**src/rtl/tdm_pkg.sv**
```systemverilog
// Shared types and constants for the TDM receive path.
package tdm_pkg;

    localparam int TDM_NUM_LANES = 4;

    typedef enum logic {
        TDM_IDLE,
        TDM_COLLECT
    } tdm_state_e;

endpackage

```
**src/rtl/tdm_slot_counter.sv**
```systemverilog
// Wrapping slot index: load-to-1 on start of frame, increment per sample, else hold.
module tdm_slot_counter
    import tdm_pkg::*;
#(
    parameter int NUM_LANES = TDM_NUM_LANES,
    parameter int SEL_W     = $clog2(NUM_LANES)
) (
    input  logic             clk,
    input  logic             rst_n,
    input  logic             load,
    input  logic             inc,
    output logic [SEL_W-1:0] slot,
    output logic             last
);

    logic [SEL_W-1:0] slot_q;
    logic [SEL_W-1:0] slot_d;

    always_comb begin
        slot_d = slot_q;
        if (load) begin
            slot_d = SEL_W'(1);
        end else if (inc) begin
            slot_d = slot_q + SEL_W'(1);
        end
    end

    always_ff @(posedge clk or negedge rst_n) begin
        if (!rst_n) begin
            slot_q <= '0;
        end else begin
            slot_q <= slot_d;
        end
    end

    assign slot = slot_q;
    assign last = (slot_q == SEL_W'(NUM_LANES - 1));

endmodule

```
**src/rtl/tdm_demux4.sv**
```systemverilog
// TDM serial-to-parallel receiver: frames on sof, presents each completed frame as a registered word.
module tdm_demux4
    import tdm_pkg::*;
#(
    parameter int NUM_LANES = TDM_NUM_LANES,
    parameter int SEL_W     = $clog2(NUM_LANES)
) (
    input  logic                 clk,
    input  logic                 rst_n,
    input  logic                 din,
    input  logic                 din_valid,
    input  logic                 sof,
    output logic [NUM_LANES-1:0] out,
    output logic                 out_valid,
    output logic [SEL_W-1:0]     slot,
    output logic                 frame_err
);

    tdm_state_e           state_q, state_d;
    logic [NUM_LANES-1:0] collect_q, collect_d;
    logic [NUM_LANES-1:0] out_q, out_d;
    logic                 out_valid_q, out_valid_d;
    logic                 frame_err_q, frame_err_d;

    logic                 cnt_load;
    logic                 cnt_inc;
    logic [SEL_W-1:0]     slot_cur;
    logic                 slot_last;

    tdm_slot_counter #(
        .NUM_LANES (NUM_LANES),
        .SEL_W     (SEL_W)
    ) u_slot_counter (
        .clk   (clk),
        .rst_n (rst_n),
        .load  (cnt_load),
        .inc   (cnt_inc),
        .slot  (slot_cur),
        .last  (slot_last)
    );

    always_comb begin
        state_d     = state_q;
        collect_d   = collect_q;
        out_d       = out_q;
        out_valid_d = 1'b0;
        frame_err_d = 1'b0;
        cnt_load    = 1'b0;
        cnt_inc     = 1'b0;

        if (din_valid) begin
            case (state_q)
                TDM_IDLE: begin
                    if (sof) begin
                        collect_d[0] = din;
                        cnt_load     = 1'b1;
                        state_d      = TDM_COLLECT;
                    end
                end
                TDM_COLLECT: begin
                    if (sof) begin
                        // sof mid-frame drops the partial word; at slot 0 it is a clean restart
                        collect_d[0] = din;
                        cnt_load     = 1'b1;
                        frame_err_d  = (slot_cur != '0);
                    end else begin
                        collect_d[slot_cur] = din;
                        cnt_inc             = 1'b1;
                        if (slot_last) begin
                            out_d       = collect_d;
                            out_valid_d = 1'b1;
                        end
                    end
                end
                default: state_d = TDM_IDLE;
            endcase
        end
    end

    always_ff @(posedge clk or negedge rst_n) begin
        if (!rst_n) begin
            state_q     <= TDM_IDLE;
            collect_q   <= '0;
            out_q       <= '0;
            out_valid_q <= 1'b0;
            frame_err_q <= 1'b0;
        end else begin
            state_q     <= state_d;
            collect_q   <= collect_d;
            out_q       <= out_d;
            out_valid_q <= out_valid_d;
            frame_err_q <= frame_err_d;
        end
    end

    assign out       = out_q;
    assign out_valid = out_valid_q;
    assign slot      = slot_cur;
    assign frame_err = frame_err_q;

endmodule

```
**config.mk**
```make
export PLATFORM = sky130hd
export DESIGN_NAME = tdm_demux4
export DESIGN_NICKNAME = d
export VERILOG_FILES = /design/src/rtl/tdm_pkg.sv /design/src/rtl/tdm_slot_counter.sv /design/src/rtl/tdm_demux4.sv
export SDC_FILE = /design/constraint.sdc
export NUM_CORES = 1
export LEC_CHECK = 0
export CORE_UTILIZATION = 46
export DETAILED_ROUTE_END_ITERATION = 10
export PLACE_DENSITY = 0.82
export SETUP_SLACK_MARGIN = 0.05
export SYNTH_ARGS = -nofsm -noshare
export SYNTH_HDL_FRONTEND = slang
export SYNTH_HIERARCHICAL = 1
export SYNTH_SLANG_ARGS = --single-unit
```
**constraint.sdc**
```tcl
create_clock -name clk -period 1.5 [get_ports clk]
set_input_delay 0.3 -clock clk [delete_from_list [all_inputs] [get_ports clk]]
set_output_delay 0.3 -clock clk [all_outputs]
set_load 0.01 [all_outputs]
```
# Word level (Yosys, flattened, before mapping)
# Cells that the tools add are included.
[totals]
output_inout_bits = 8
input_bits = 5
regBits = 13
elab_cells = 41
[op_classes]
n_reduce_logical = 6
muxes = 21
bitwise_logic = 2
n_eq_ne = 2
n_lt_le_gt_ge = 2
n_addsub = 1
[ops]
columns = ["cell", "n"]
rows = [
  ["$mux 1", 16],
  ["$bwmux 4", 1],
  ["$mux 2", 2],
  ["$reduce_and 4->1", 1],
  ["$reduce_bool 2->1", 2],
  ["$lt 2x3->1 const B", 1],
  ["$reduce_and 3->1", 1],
  ["$add 2x1->2 const B", 1],
  ["$demux 1 s2", 1],
  ["$eq 2x2->1 const B", 1],
  ["$ge 2x1->1 const B", 1],
  ["$ne 2x2->1 const B", 1],
  ["$not 1->1", 2],
  ["$pmux 1 s2", 1],
  ["$reduce_and 2->1", 1],
  ["$logic_and 1x1->1", 1],
]

# Logic depth before layout (Yosys ltp)
# Gate-level depths: netlist (run 1).
[logic_depth]
depth_word = 7
mapped_depth = 4
mapped_depth_nobuf = 4

# Modules after synthesis
# Netlist (run 1), hierarchy kept.
[modules_own_cells]
columns = ["mod", "n_inst", "area_each_um2", "cells_each"]
rows = [
  ["tdm_demux4", 1, 505.5, 42],
  ["tdm_slot_counter", 1, 91.3, 7],
]

# Least setup slack after synthesis (run 1)
# OpenSTA, ideal clock, no wires.
[synth_path]
path_kind = "register -> register"
from = "reg u_slot_counter.slot_q[0], in the netlist u_slot_counter/slot[0]"
to = "reg collect_q[2]"
arrival_time_ns = 1.063
slack_ns = 0.312
stages_incl_launch_ff = 4
period_less_slack_ns = 1.188
n_path_buf = 0
path_cell_list = "dfrtp_1 > nand2b_1 > nor2_1 > mux2_2"
[synth_via]
elab_chain_cells = 5
elab_cells_between_ends = 6
classes_between = "order compare: 2; mux: 3; reduce/logical: 1"
[synth_rtl]
columns = ["item", "line", "source"]
rows = [
  ["start, declared", "tdm_slot_counter.sv:16", "logic [SEL_W-1:0] slot_q;"],
  ["start signal, assigned", "tdm_slot_counter.sv:32", "slot_q <= slot_d;"],
  ["$lt 2x3->1 (not written as such) or $ge 2x1->1 (tied branches)", "tdm_demux4.sv:67", "collect_d[slot_cur] = din;"],
  ["$logic_and 1x1->1 (not written as such)", "tdm_demux4.sv:67", ""],
  ["$mux 1 (not written as such)", "tdm_demux4.sv:67", ""],
  ["$demux 1 s2 (*)", "tdm_demux4.sv:67", ""],
  ["$bwmux 4 (*)", "tdm_demux4.sv:67", ""],
  ["end signal, assigned", "tdm_demux4.sv:89", "collect_q <= collect_d;"],
  ["end, declared", "tdm_demux4.sv:20", "logic [NUM_LANES-1:0] collect_q, collect_d;"],
]
# Mark *: on every way between the ends. The rest lies on a longest branch, timed or not.
# A chain may end at the register's enable or synchronous reset.

# Final worst setup path (run 1)
[layout_path]
from = "in sof"
to = "reg collect_q[2]"
[layout_via]
elab_chain_cells = 2
[layout_rtl]
columns = ["item", "line", "source"]
rows = [
  ["start, declared", "tdm_demux4.sv:12", "input logic sof,"],
  ["$not 1->1 (no source line)", "n/a", ""],
  ["$reduce_and 3->1 (no source line)", "n/a", ""],
]
# No other way between the ends.

==> impl_metrics.ini, run 1 <==
[detailed_routing]
first_pass_iters = 2
viasPerCell = 5.10
routed_wl_mm = 1.02
drtIter0Drc = 6
via_count = 428
drc_errors = 0
postRouteAntennaNets = 0
wl_per_cell_um = 12.1

[synthesis]
synth.avg_cell_area_um2 = 12.2
synth_nets = 55
ys_seq_area_share_pct = 54.5
synth_cell_type_count = 20
yosysTopAreaCellShare_pct = 54.5
syn_inst = 49
yosys.area.top_type = dfrtp_1
ys_ff_latch = 13
yosysWarnings = 6
syn-cell-area_um2 = 597
synthTopCellsByArea = dfrtp_1, mux2i_1, mux2_2, o21ai_0, nand2_1

[die]
num_rows = 12
start_util_pct = 51.6
dieArea_mm2 = 0.00145
core_mm2 = 0.00116
die_h_um = 38.0
ioPinCount = 13
fp.dieW_um = 38.0

[timing]
clock.fmax_mhz = 757
rsz0062_at_grt = false
min_period_ns = 1.32
tightest_slew_ns = 0.263
setup_ws_ns = 0.179
hold_viol_final = 0
fin_crit_sh_pct = 88.1
final-setup-viol-count = 0
max_slew_margin_pct = 82.4
whs_ns = 0.316
slew_violations = 0
fin_skew_ns = 0.00431

[pwr]
power_frac_clock_pct = 18.9
seqPwrFrac_pct = 44.2
power.density_mw_per_mm2 = 1450
peakVddDrop_mv = 0.708
swShare_pct = 31.2
comb_power_share_pct = 36.8
net-switching-power_w = 0.000362
p_int_w = 0.000799
p_leak_nw = 0.443

[global_routing]
grt_max_degree = 14
antenna_found_initial = 0
grt-ovfl-total = 0
grt_pass1_wl_mm = 1.82
grt_usage_pct = 19.0
grt_pass1_vias = 422

[setup_path]
required_ns = 1.67
worstSetupEndpointType = flip-flop
crit_family = buffers and inverters
cp.buffers_inverters = 1
worstPathArrival_ns = 1.49
path_max_fanout = 4
path_cells = clkdlybuf4s50_1 > nand3b_2 > nor2_1 > mux2_2
critPathSlowestCell = clkdlybuf4s50_1
cpPeakStageDelay_ns = 0.43
critPathLaunchType = primary input
criticalPathCategory = primary input to flip-flop

[outcome]
status = finished clean

[cts]
cts.sinks = 13
htreeDepth = 1
cts_tree = yes
numCtsBuffers = 3
cts_hold_buf = 0
path_clk_slew_ns = 0.08
clock_path_buffers = 2
clockRootBuffer = clkbuf_4
clk_latency_ns = 0.28

[run]
maxCapViolCount = 0

[layout]
fin_cells = 84
drive_above_1_share_pct = 27.1
fin_nets = 77
n_antenna_cell = 0
post-route-util_pct = 69.4
area_delta_synth_final_pct = 34.4

[placement]
gp_congestion = 0.800
dp_slack_ns = -0.117
dp.cells = 78
hpwlAfterDp_um = 752
portBuffers = 12

[hold_path]
hp-class = primary input to async pin
## power groups by stage
stage	Sequential (W)	Combinational, W	Clock [W]
6_report	0.000514	0.000428	0.000220
5_1_grt	0.000529	0.000476	0.000236
4_1_cts	0.000515	0.000435	0.000226
3_5_place_dp	0.000540	0.000429	0
3_3_place_gp	0.000537	0.000415	0
2_1_floorplan	0.000561	0.000206	0
## final cells by class
class | count | area, um2
timing repair buffer | 17 | 159
inverter | 2 | 7.51
tap | 14 | 17.5
sequential | 13 | 328
fill | 87 | 354
clock buffer | 4 | 26.3
multi-input combinational | 34 | 264
## metrics by stage
step / power, W / TNS [ns] / instance area, um2
CTS: 0.00118 / 0 / 795
global placement: 0.000952 / -0.215 / 757
global route: 0.00124 / 0 / 802
floorplan: 0.000767 / 0 / 597
detailed placement: 0.000969 / -0.421 / 757
finish: 0.00116 / 0 / 802
## cell usage in the layout, fill, tap and decap left out
cell type / netlist / layout
a31oi_1: 1 / 1
and2_2: 1 / 1
and2b_1: 1 / 1
and3b_2: 1 / 1
buf_4: 0 / 5
clkbuf_1: 0 / 1
clkbuf_4: 0 / 3
clkdlybuf4s50_1: 0 / 4
dfrtp_1: 13 / 11
dfrtp_2: 0 / 2
dlygate4sd2_1: 0 / 5
dlymetal6s2s_1: 0 / 3
ha_1: 1 / 1
inv_1: 2 / 2
mux2_1: 1 / 1
mux2_2: 2 / 2
mux2_4: 1 / 1
mux2i_1: 5 / 5
nand2_1: 5 / 5
nand2b_1: 2 / 2
nand2b_4: 1 / 1
nand3b_2: 1 / 1
nand4b_2: 1 / 1
nor2_1: 4 / 4
o21ai_0: 4 / 4
or2_2: 1 / 1
xnor2_1: 1 / 1
## Yosys cell counts, drive strengths merged
cell and instances:
mux2i 5, nand2 5, and2b 1, inv 2, nor2 4, o21ai 4, nand4b 1, ha 1
xnor2 1, mux2 4, nand2b 3, nand3b 1, or2 1, dfrtp 13, a31oi 1, and2 1
and3b 1
## registers in the layout, indices dropped and copies added (netlist names)
register             flops
state_q                  1
u_slot_counter/slot      2
frame_err                1
collect_q                4
out_valid                1
out                      4
## cells by family after synthesis
kind of cell             share of synthesized area, %
AND/OR/NAND/NOR                                  19.7
AO/OA/AOI/OAI                                    4.40
adder cells (fa/ha/maj)                          2.10
flip-flops                                       54.5
buffers and inverters                            1.26
XOR/XNOR                                         1.47
multiplexers                                     16.6
## per-layer routing
| metal | part of all wire (%) | GRT usage, % |
|---|---|---|
| met5 | 0 | 0 |
| met3 | 4.2 | 5.23 |
| met4 | 1.7 | 10.7 |
| met2 | 48 | 30.5 |
| met1 | 46 | 22.5 |
## what timing repair did
item,CTS,global route
pin swaps,0,0
endpoints found under the hold margin,0,0
setup endpoints to repair,6,3
resized for setup,7,3
setup buffers,2,0
## final timing paths
path | start | end | slack (ns) | depth (start not counted)
max in group asynchronous | rst_n | u_slot_counter/slot[0]$_DFFE_PN0P_ | 1.01 | 2
setup / recovery | sof | collect_q[2]$_DFFE_PN0P_ | 0.18 | 4
min in group clk | out[2]$_DFFE_PN0P_ | out[2]$_DFFE_PN0P_ | 0.48 | 2
setup reg to reg | u_slot_counter/slot[0]$_DFFE_PN0P_ | collect_q[0]$_DFFE_PN0P_ | 0.20 | 4
hold reg to reg | out[2]$_DFFE_PN0P_ | out[2]$_DFFE_PN0P_ | 0.48 | 2
hold / removal | rst_n | collect_q[0]$_DFFE_PN0P_ | 0.32 | 2
Power figures use the tool's default switching activity.
==> run 2, diff against run 1 <==
--- a/config.mk
+++ b/config.mk
@@ -6,6 +6,7 @@
 export NUM_CORES = 1
 export LEC_CHECK = 0
 export CORE_UTILIZATION = 46
+export CTS_CLUSTER_SIZE = 28
 export DETAILED_ROUTE_END_ITERATION = 10
 export PLACE_DENSITY = 0.82
 export SETUP_SLACK_MARGIN = 0.05
==> results of run 2 <==
Final layout, timing and power as in run 1 (identical DEF).
==> run 3, diff against run 2 <==
--- a/config.mk
+++ b/config.mk
@@ -9,7 +9,7 @@
 export CTS_CLUSTER_SIZE = 28
 export DETAILED_ROUTE_END_ITERATION = 10
 export PLACE_DENSITY = 0.82
-export SETUP_SLACK_MARGIN = 0.05
+export SETUP_SLACK_MARGIN = 0.15
 export SYNTH_ARGS = -nofsm -noshare
 export SYNTH_HDL_FRONTEND = slang
 export SYNTH_HIERARCHICAL = 1
==> impl_metrics.ini, run 3 (synthesis results as in run 1) <==
[outcome]
status = finished clean

[global_routing]
grt_util_met3_pct = 5.23
antenna_found_initial = 0
grt_pass1_wl_mm = 1.81
grt_usage_pct = 18.8
top_usage_layer = met2
met2_usage_pct = 30.1
grt_pass1_vias = 416
grt-ovfl-total = 0
grt_max_degree = 14
grt_util_met1_pct = 22.5

[layout]
n_fill_cell = 87
post-route-util_pct = 69.2
final_cell_mix = dfrtp_1, dlygate4sd2_1, nand2_1, mux2i_1, buf_4
fin_nets = 77
drive_above_1_share_pct = 30.0
layout_commonest_cell = dfrtp_1
n_antenna_cell = 0
area_delta_synth_final_pct = 34.0

[timing]
tightest_slew_ns = 0.261
fin_crit_sh_pct = 87.3
hold_viol_final = 0
rsz0062_at_grt = true
slew_violations = 0
fin_skew_ns = 0.00363
clock.fmax_mhz = 764
whs_ns = 0.316
final-setup-viol-count = 0
min_period_ns = 1.31
max_slew_margin_pct = 82.6

[cts]
cts_hold_buf = 0
clk_latency_ns = 0.28
clockRootBuffer = clkbuf_4
clock_path_buffers = 2
numCtsBuffers = 3
htreeDepth = 1
cts_tree = yes
cts.sinks = 13
path_clk_slew_ns = 0.08

[die]
ioPinCount = 13
start_util_pct = 51.6
die_h_um = 38.0
num_rows = 12
fp.dieW_um = 38.0
core_mm2 = 0.00116
dieArea_mm2 = 0.00145

[placement]
hpwlAfterDp_um = 752
gp_congestion = 0.800
portBuffers = 12

[setup_path]
reg2reg_setup_slack_ns = 0.21
crit_family = buffers and inverters
worstSetupEndpointType = flip-flop
criticalPathCategory = primary input to flip-flop
worstPathArrival_ns = 1.48
required_ns = 1.67
path_max_fanout = 4
critPathLaunchType = primary input
path_cells = clkdlybuf4s50_1 > nand3b_2 > nor2_2 > mux2_2
cp.buffers_inverters = 1
cpPeakStageDelay_ns = 0.44
critPathSlowestCell = clkdlybuf4s50_1

[detailed_routing]
wl_per_cell_um = 12.2
first_pass_iters = 2
drtIter0Drc = 7
routed_wl_mm = 1.02
via_count = 423
viasPerCell = 5.04
drc_errors = 0
postRouteAntennaNets = 0

[pwr]
p_leak_nw = 0.417
peakVddDrop_mv = 0.710
power.density_mw_per_mm2 = 1460

[run]
maxCapViolCount = 0

[hold_path]
hp-class = primary input to async pin
run 3: cell count changes in the layout (fill, tap and decap cells not counted), sizes merged:
cell,delta
dlygate4sd2,+2
dlymetal6s2s,-2
run 3: area by class of cell:
class	count	area [um2]	share of cell area, %
Clock buffer	4	26.3	3.29
Inverter	2	7.51	0.939
Multi-Input combinational cell	34	269	33.6
Sequential cell	13	328	41.0
Tap cell	14	17.5	2.19
Timing Repair Buffer	17	151	18.9
run 3: what timing repair did:
item / CTS / global route
endpoints found under the setup margin: 8 / 5
gates resized for setup: 9 / 3
pin swaps: 0 / 0
setup buffers: 2 / 0
run 3: report_power, final:
group	leakage, nW	internal (W)	switching, W
registers	0.157	0.000463	0.0000507
clock network	0.0150	0.000103	0.000116
logic	0.246	0.000232	0.000199
total	0.417	0.000798	0.000365
run 3: final timing paths:
check / cells after the start / end / start
max in group asynchronous: 2 / u_slot_counter/slot[0]$_DFFE_PN0P_ / rst_n
max: 4 / collect_q[2]$_DFFE_PN0P_ / sof
min reg2reg: 2 / out[2]$_DFFE_PN0P_ / out[2]$_DFFE_PN0P_
min in group clk: 2 / out[2]$_DFFE_PN0P_ / out[2]$_DFFE_PN0P_
min: 2 / collect_q[0]$_DFFE_PN0P_ / rst_n
max reg2reg: 4 / collect_q[1]$_DFFE_PN0P_ / u_slot_counter/slot[1]$_DFFE_PN0P_
run 3: worst reg2reg max path: cells and delay by family, from the launching register on:
family,cells,cell delay (ns)
multiplexers,1,0.29
AND/OR/NAND/NOR,2,0.33
flip-flops,1,0.40
buffers and inverters,1,0.16
run 3: stage by stage:
step | TNS [ns] | cell area, um2 | total power, W | worst slack (ns) | std cells
floorplan | 0 | 597 | 0.000767 | 0.312 | 49
global placement | -0.215 | 757 | 0.000952 | -0.0915 | 78
detailed placement | -0.421 | 757 | 0.000969 | -0.117 | 78
CTS | 0 | 792 | 0.00117 | 0.0316 | 84
global route | 0 | 800 | 0.00124 | 0.125 | 84
finish | 0 | 800 | 0.00116 | 0.190 | 84
run 3: metal layers:
metal | vias up | wire, um
li1 | 211 | -
met2 | 10 | 485
met5 | - | 0
met4 | 0 | 17
met1 | 200 | 476
met3 | 2 | 42
